File: config.mk
export PLATFORM = sky130hd
export DESIGN_NAME = ama_pipe_adder
export DESIGN_NICKNAME = d
export VERILOG_FILES = /design/src/rtl/ama_pipe_adder.sv
export SDC_FILE = /design/constraint.sdc
export NUM_CORES = 1
export LEC_CHECK = 0
export ABC_AREA = 1
export CORE_UTILIZATION = 34
export DETAILED_ROUTE_END_ITERATION = 10
export GPL_ROUTABILITY_DRIVEN = 0
export HOLD_SLACK_MARGIN = 0.03
export SKIP_LAST_GASP = 1
export SLEW_MARGIN = 25
export SYNTH_ARGS = -nofsm -noshare
export SYNTH_HDL_FRONTEND = slang
export SYNTH_SLANG_ARGS = --single-unit
export TNS_END_PERCENT = 100
File: constraint.sdc
create_clock -name clk -period 13.9 [get_ports clk]
set_input_delay 2.085 -clock clk [delete_from_list [all_inputs] [get_ports clk]]
set_output_delay 2.085 -clock clk [all_outputs]
set_load 0.005 [all_outputs]
File: src/rtl/ama_pipe_adder.sv
// Pipelined approximate-mirror adder: WIDTH/SEG carry-registered stages, per-beat count of approximate LSB cells.
// Latency STAGES cycles; the whole pipe stalls while a result is held unaccepted. Optional AMA_ERR_MON_EN adds an exact-sum mismatch counter.
module ama_pipe_adder #(
    parameter int WIDTH    = 28,
    parameter int SEG      = 4,
    parameter int MAX_APPR = 8
) (
    input  logic                       clk,
    input  logic                       rst,
    input  logic                       in_valid,
    output logic                       in_ready,
    input  logic [WIDTH-1:0]           a,
    input  logic [WIDTH-1:0]           b,
    input  logic                       cin,
    input  logic [$clog2(WIDTH+1)-1:0] appr_n,
    output logic                       out_valid,
    input  logic                       out_ready,
    output logic [WIDTH-1:0]           s,
    output logic                       cout,
    output logic [31:0]                err_cnt,
    input  logic                       err_clr
);
    localparam int STAGES = WIDTH / SEG;
    localparam int NW     = $clog2(WIDTH + 1);
    localparam logic [NW-1:0] NMAX = NW'(MAX_APPR);

    // One pipeline level: the beat's operands, the sum bits resolved so far,
    // the carry into the next unresolved segment and its approximate-cell count.
    typedef struct packed {
        logic             vld;
        logic [WIDTH-1:0] a;
        logic [WIDTH-1:0] b;
        logic [WIDTH-1:0] s;
        logic             c;
        logic [NW-1:0]    n;
`ifdef AMA_ERR_MON_EN
        logic [WIDTH:0]   ex;
`endif
    } lvl_t;

    lvl_t lv [0:STAGES];
    lvl_t nx [0:STAGES];
    logic en;

    assign en        = ~(lv[STAGES].vld & ~out_ready);
    assign in_ready  = en;
    assign out_valid = lv[STAGES].vld;
    assign s         = lv[STAGES].s;
    assign cout      = lv[STAGES].c;

    always_comb begin
        logic c;
        int   i;
        c = 1'b0;
        i = 0;
        nx[0]     = '0;
        nx[0].vld = in_valid;
        nx[0].a   = a;
        nx[0].b   = b;
        nx[0].c   = cin;
        nx[0].n   = (appr_n > NMAX) ? NMAX : appr_n;
`ifdef AMA_ERR_MON_EN
        nx[0].ex  = {1'b0, a} + {1'b0, b} + {{WIDTH{1'b0}}, cin};
`endif
        for (int k = 0; k < STAGES; k++) begin
            nx[k+1] = lv[k];
            c = lv[k].c;
            for (int j = 0; j < SEG; j++) begin
                i = k * SEG + j;
                if (i < int'(lv[k].n)) begin
                    nx[k+1].s[i] = (lv[k].a[i] & lv[k].b[i] & c) |
                                   (~lv[k].a[i] & (lv[k].b[i] | ~c));
                    c = lv[k].a[i];
                end else begin
                    nx[k+1].s[i] = lv[k].a[i] ^ lv[k].b[i] ^ c;
                    c = (lv[k].a[i] & lv[k].b[i]) | (c & (lv[k].a[i] ^ lv[k].b[i]));
                end
            end
            nx[k+1].c = c;
        end
    end

    always_ff @(posedge clk) begin
        if (rst) begin
            for (int k = 0; k <= STAGES; k++) lv[k] <= '0;
        end else if (en) begin
            for (int k = 0; k <= STAGES; k++) lv[k] <= nx[k];
        end
    end

`ifdef AMA_ERR_MON_EN
    logic [31:0] cnt;
    always_ff @(posedge clk) begin
        if (rst || err_clr) begin
            cnt <= '0;
        end else if (lv[STAGES].vld && out_ready &&
                     ({lv[STAGES].c, lv[STAGES].s} != lv[STAGES].ex) && (cnt != 32'hFFFF_FFFF)) begin
            cnt <= cnt + 32'd1;
        end
    end
    assign err_cnt = cnt;
`else
    logic unused_err_clr;
    assign unused_err_clr = err_clr;
    assign err_cnt = 32'd0;
`endif
endmodule

==> results of run 1 <==
[through the flow]
stage / area (um^2) / hold slack, ns / setup slack [ns] / cells
after floorplan: 17400 / 0.505 / 4.31 / 1616
after global placement: 18400 / 0.517 / 7.81 / 2288
after detailed placement: 18400 / 0.518 / 7.76 / 2288
after CTS: 19600 / 0.532 / 8.32 / 2358
after global routing: 19700 / 0.547 / 8.35 / 2358
final: 19700 / 0.529 / 8.45 / 2358
[placed cells by master, fill, tap and decap left out, types with 3 or more instances in the layout]
master	netlist	layout
clkbuf_16	0	41
inv_1	443	443
clkdlybuf4s50_1	0	95
nand4_1	3	3
conb_1	1	33
buf_4	61	3
edfxtp_1	387	387
clkbuf_1	6	9
o21ai_2	6	6
clkinv_2	0	4
fa_1	28	28
a21oi_1	36	36
nand2_1	111	111
o21ai_0	25	25
nor2_1	372	372
o211ai_1	5	5
nand3_1	45	44
nand3b_1	6	6
clkinv_1	0	11
[worst min-delay path by stage]
stage | startpoint | to | cells after the start | slack [ns]
after floorplan | lv[3][9] | lv[3][100] | 2 | 0.50
after global placement | lv[2][177] | lv[3][86] | 2 | 0.52
after detailed placement | lv[2][115] | lv[3][24] | 2 | 0.52
after CTS | lv[2][115] | lv[3][24] | 2 | 0.53
after global routing | lv[3][9] | lv[3][100] | 2 | 0.55
final | lv[2][115] | lv[3][24] | 2 | 0.53
[where the power goes]
group	switching, mW	internal, mW
combinational	0.0615	0.0440
sequential	0.0138	1.32
clock	0.419	0.576
[cell type report]
| class | instances | area [um^2] |
|---|---|---|
| Sequential cell | 387 | 11600 |
| Fill cell | 4895 | 30400 |
| Clock buffer | 50 | 1060 |
| Timing Repair Buffer | 102 | 1020 |
| Clock inverter | 20 | 146 |
| Tap cell | 672 | 841 |
| Multi-Input combinational cell | 683 | 3300 |
| Inverter | 444 | 1670 |
[worst reg2reg max path: cells and delay by family (launching register included)]
family                 cells  cell delay [ns]
buffers and inverters      2             1.64
flip-flops                 1             0.47
AND/OR/NAND/NOR            1             0.73
[routing by layer]
layer | global-route usage [%] | vias up | part of all wire [%]
met4 | 4.59 | 0 | 3.3
li1 | - | 4904 | -
met2 | 16.7 | 181 | 47
met3 | 2.03 | 57 | 4.4
met5 | 0 | - | 0
met1 | 11.9 | 4096 | 45
[logic make-up (layout without fill, tap and decap cells)]
family / Yosys count / after routing
and+or+nand+nor: 546 / 546
buffers and inverters: 546 / 616
DFF: 387 / 387
AOI/OAI and AO/OA: 76 / 76
adders and majority gates: 28 / 28
other: 1 / 33
==> results.yml, run 1 <==
yosys:
  synth_xor_area_share_pct: 0
  synthArstFlopShare_pct: 0
  post-synth-top-count-cell: "inv_1"
  netlist_top_cells_area: "edfxtp_1, inv_1, nor2_1"
  synth_common_cells: "inv_1, edfxtp_1, nor2_1"
  synth_top_family_by_area: "buffers and inverters"
  netlist_instances: 1584
  synth.distinct_cells: 27
  yosys.area.top_type: "edfxtp_1"
  synthSimpleGateAreaFrac_pct: 12.6
  yosysSeqAreaShare_pct: 67.4
  synth.avg_cell_area_um2: 10.9
  synthMuxAreaShare_pct: 0
  dominantRegCellSynth: "edfxtp_1"
  synthAdderAreaFrac_pct: 3.25
  yosys_warnings: 0
  mappedNetlistArea_mm2: 0.0173
  synth_edf_count: 387
  synth_compound_area_share_pct: 2.44
  synth_top_area_share_pct: 67.4
  synth.ff_latch_count: 387
setup_path:
  critPathLaunchType: "input port"
  rr_endpoint: "lv[0][42]"
  crit_path_cell_trace: "clkdlybuf4s50_1 > inv_1 > nand2_1 > clkdlybuf4s50_1"
  crit_family: "buffers and inverters"
  cpPeakStageDelay_ns: 0.55
  worstSetupPathType: "input port to primary output"
  crit_buf_inv: 3
  cp_slowest_cell: "clkdlybuf4s50_1"
  cp_max_fo: 2
  crit_arrival_ns: 3.37
  crit_cells: 4
  end_kind: "primary output"
  crit_required_ns: 11.81
  cp_common_cell: "clkdlybuf4s50_1"
  reg2reg_from: "lv[3][181]"
  r2r_cells: 3
  worstSetupStartpoint: "out_ready"
  crit_path_end: "in_ready"
  r2r_slack_ns: 10.64
cts:
  cts_hold_buffers: 0
  cts_tree: "yes"
  postCtsSetupBuffers: 0
  clock-root-buffer: "clkbuf_16"
  clk_latency_ns: 0.53
  htreeDepth: 2
  cts_sinks: 387
  clk_pin_slew_ns: 0.06
  numCtsBuffers: 40
  cts-resized-gates: 0
  clockBufferDepth: 3
floorplanning:
  core_mm2: 0.0501
  io-pin-count: 130
  initial_utilization_pct: 34.5
  num_rows: 82
  die-area_mm2: 0.0517
  die_w_um: 227
  die_y_um: 227
detailed_routing:
  dr.pass1.iters: 4
  wire_per_inst_um: 10.5
  wl_mm: 24.8
  num_vias: 9238
  vias_per_cell: 3.92
  drtIter0Drc: 611
  drcViolationCount: 0
  ant_nets: 0
power_and_ir_drop:
  totalPowerFinal_mw: 2.43
  p_leak_nw: 8.16
  pwr_density_cell_mw_per_mm2: 124
  peakVddDrop_v: 0.0000881
global_route:
  grt_max_degree: 227
  grt_pass1_vias: 9160
  overflow: 0
  grt_use_total_pct: 9.79
  grt_pass1_wl_mm: 41.7
  antenna_found_initial: 0
sta:
  setup_viol: 0
  tns_ns: 0
  hold_viol: 0
  period_share_pct: 39.2
  worst_pin_slew_ns: 1.01
  max_freq_mhz: 183
  drv_slew: 0
  maxSlewHeadroom_pct: 33.0
  skew_ns: 0.00934
  period_needed_ns: 5.45
  rsz0062_at_grt: "false"
placement:
  dpl.hpwl_mm: 15.2
  io_buffers: 96
final_layout:
  drive_gt1_share_pct: 4.33
  num_antenna_cells: 0
  reg_top3: "lv: 387 flops"
  top_register: "lv"
  largest_reg_flops: 387
  layout.nets: 1753
  final_util_pct: 39.3
  area_delta_synth_final_pct: 13.9
hold_path:
  hold_class: "flop to flop"
run:
  maxCapViolations: 0
status:
  status: "finished, final reports clean"
Note: power is estimated with default switching activity, not from simulation.
==> run 2, diff against run 1 <==
clock period = 4.4 ns   (was 13.9 ns; I/O delays follow)
==> run 2 against run 1 <==
Compared with the run above:
- hold slack got worse by 0.0045 ns
- via count is 0.53% higher
- clock power increased to 3.3 times the previous value
- non-clock buffer count grew 2
- worst setup slack worse by 7.2 ns
- sequential share of layout area fell by 0.33 points
- critical path type is now flop to flop
- critical endpoint is now lv[3][29]
==> results.yml, run 2 (same netlist as run 1, synthesis figures left out) <==
cts:
  numCtsBuffers: 40
  clk_latency_ns: 0.53
  htreeDepth: 2
  cts_tree: "yes"
  cts-resized-gates: 0
  clockBufferDepth: 3
  cts_sinks: 387
  postCtsSetupBuffers: 0
  clock-root-buffer: "clkbuf_16"
  clk_pin_slew_ns: 0.06
  cts_hold_buffers: 0
floorplanning:
  num_rows: 82
  die_w_um: 227
  io-pin-count: 130
  die-area_mm2: 0.0517
  initial_utilization_pct: 34.5
  core_mm2: 0.0501
  die_y_um: 227
setup_path:
  crit_family: "adder cells"
  r2r_slack_ns: 1.23
  critPathLaunchType: "flop"
  end_kind: "flop"
  reg2reg_from: "lv[2][93]"
  cp_slowest_cell: "fa_1"
  crit_path_cell_trace: "nand2_1 > nand2_1 > nand2_1 > nand2_1 > inv_1 > nand2_1 > nand2_1 > fa_1 > inv_1 > nand2_1 > o21ai_2 > fa_1 > o21ai_0 > fa_1 > a211oi_1 > o21ai_0 > inv_1"
  rr_endpoint: "lv[3][29]"
  worstSetupStartpoint: "lv[2][93]"
  crit_buf_inv: 3
  cpPeakStageDelay_ns: 0.48
  worstSetupPathType: "flop to flop"
  cp_common_cell: "nand2_1"
  cp_max_fo: 5
  crit_arrival_ns: 3.58
  crit_required_ns: 4.81
  r2r_cells: 17
hold_path:
  hold_class: "flop to flop"
  hold_end: "lv[3][101]"
  min_path_cells: 2
  hp-start: "lv[3][10]"
detailed_routing:
  wl_mm: 24.6
  wire_per_inst_um: 10.4
  vias_per_cell: 3.93
  drtIter0Drc: 523
  num_vias: 9287
  dr.pass1.iters: 4
  ant_nets: 0
  drcViolationCount: 0
final_layout:
  fill_cells: 4921
  area_delta_synth_final_pct: 14.6
  final_common_cell: "inv_1"
  top_register: "lv"
  layout.nets: 1755
  largest_reg_flops: 387
  num_antenna_cells: 0
  instances_no_fill: 2363
  drive_gt1_share_pct: 4.91
  fin_area_mm2: 0.0198
  final_util_pct: 39.5
  most-common-layout-cells: "inv_1, edfxtp_1, nor2_1"
  reg_top3: "lv: 387 flops"
sta:
  period_share_pct: 72.0
  setup_viol: 0
  rsz0062_at_grt: "false"
  tns_ns: 0
  max_freq_mhz: 315
  drv_slew: 0
  setup_ws_ns: 1.23
  skew_ns: 0.0177
  worst_pin_slew_ns: 0.830
  maxSlewHeadroom_pct: 44.7
  hold_viol: 0
  period_needed_ns: 3.17
global_route:
  grt_pass1_wl_mm: 41.8
  grt_max_degree: 191
  overflow: 0
  grt_pass1_vias: 9156
  grt_use_total_pct: 9.88
  antenna_found_initial: 0
placement:
  placed_cells: 2290
  io_buffers: 96
  place_area_mm2: 0.0185
  dpl.hpwl_mm: 15.2
  place_ws_ns: 1.22
status:
  status: "finished, final reports clean"
power_and_ir_drop:
  p_leak_nw: 8.22
  pwr_density_cell_mw_per_mm2: 394
  peakVddDrop_v: 0.000238
run:
  maxCapViolations: 0
[run 2: cell type report]
class | instances | area (um^2) | area share (%)
clock buffers | 47 | 1050 | 5.30
clock inverters | 26 | 216 | 1.10
inverters | 444 | 1670 | 8.47
multi-input cells | 683 | 3300 | 16.7
flip-flops and latches | 387 | 11600 | 58.8
well taps | 672 | 841 | 4.25
repair buffers | 104 | 1070 | 5.39
[run 2: worst max-delay path by stage]
stage | cells past startpoint | to
after global placement | 5 | lv[0][61]
final | 17 | lv[3][29]
after CTS | 17 | lv[3][124]
after detailed placement | 5 | lv[0][61]
after global routing | 17 | lv[3][29]
after floorplan | 3 | lv[0][0]
[run 2: metal layers]
| metal | vias to the layer above | track usage [%] | wire length (um) |
|---|---|---|---|
| met5 | - | 0 | 0 |
| met4 | 0 | 4.37 | 776 |
| met3 | 62 | 2.12 | 1060 |
| met2 | 169 | 16.6 | 11600 |
| met1 | 4142 | 12.2 | 11200 |
| li1 | 4914 | - | - |
[run 2: worst register-to-register path: cells and delay by family (launching register included)]
| kind | cells | cell delay (ns) |
|---|---|---|
| buffers and inverters | 3 | 0.17 |
| adders and majority gates | 3 | 1.02 |
| AOI/OAI and AO/OA | 4 | 0.73 |
| and+or+nand+nor | 7 | 0.70 |
| DFF | 1 | 0.43 |
[run 2: through the flow]
stage	power, mW	hold WS, ns
5_1_grt	8.10	0.542
4_1_cts	7.91	0.528
3_5_place_dp	4.62	0.517
6_report	7.79	0.525
3_3_place_gp	4.60	0.516
2_1_floorplan	4.54	0.505
[run 2: power by group]
part / internal, mW / switching (mW)
sequential: 4.16 / 0.0425
combinational: 0.140 / 0.195
clock: 1.89 / 1.36
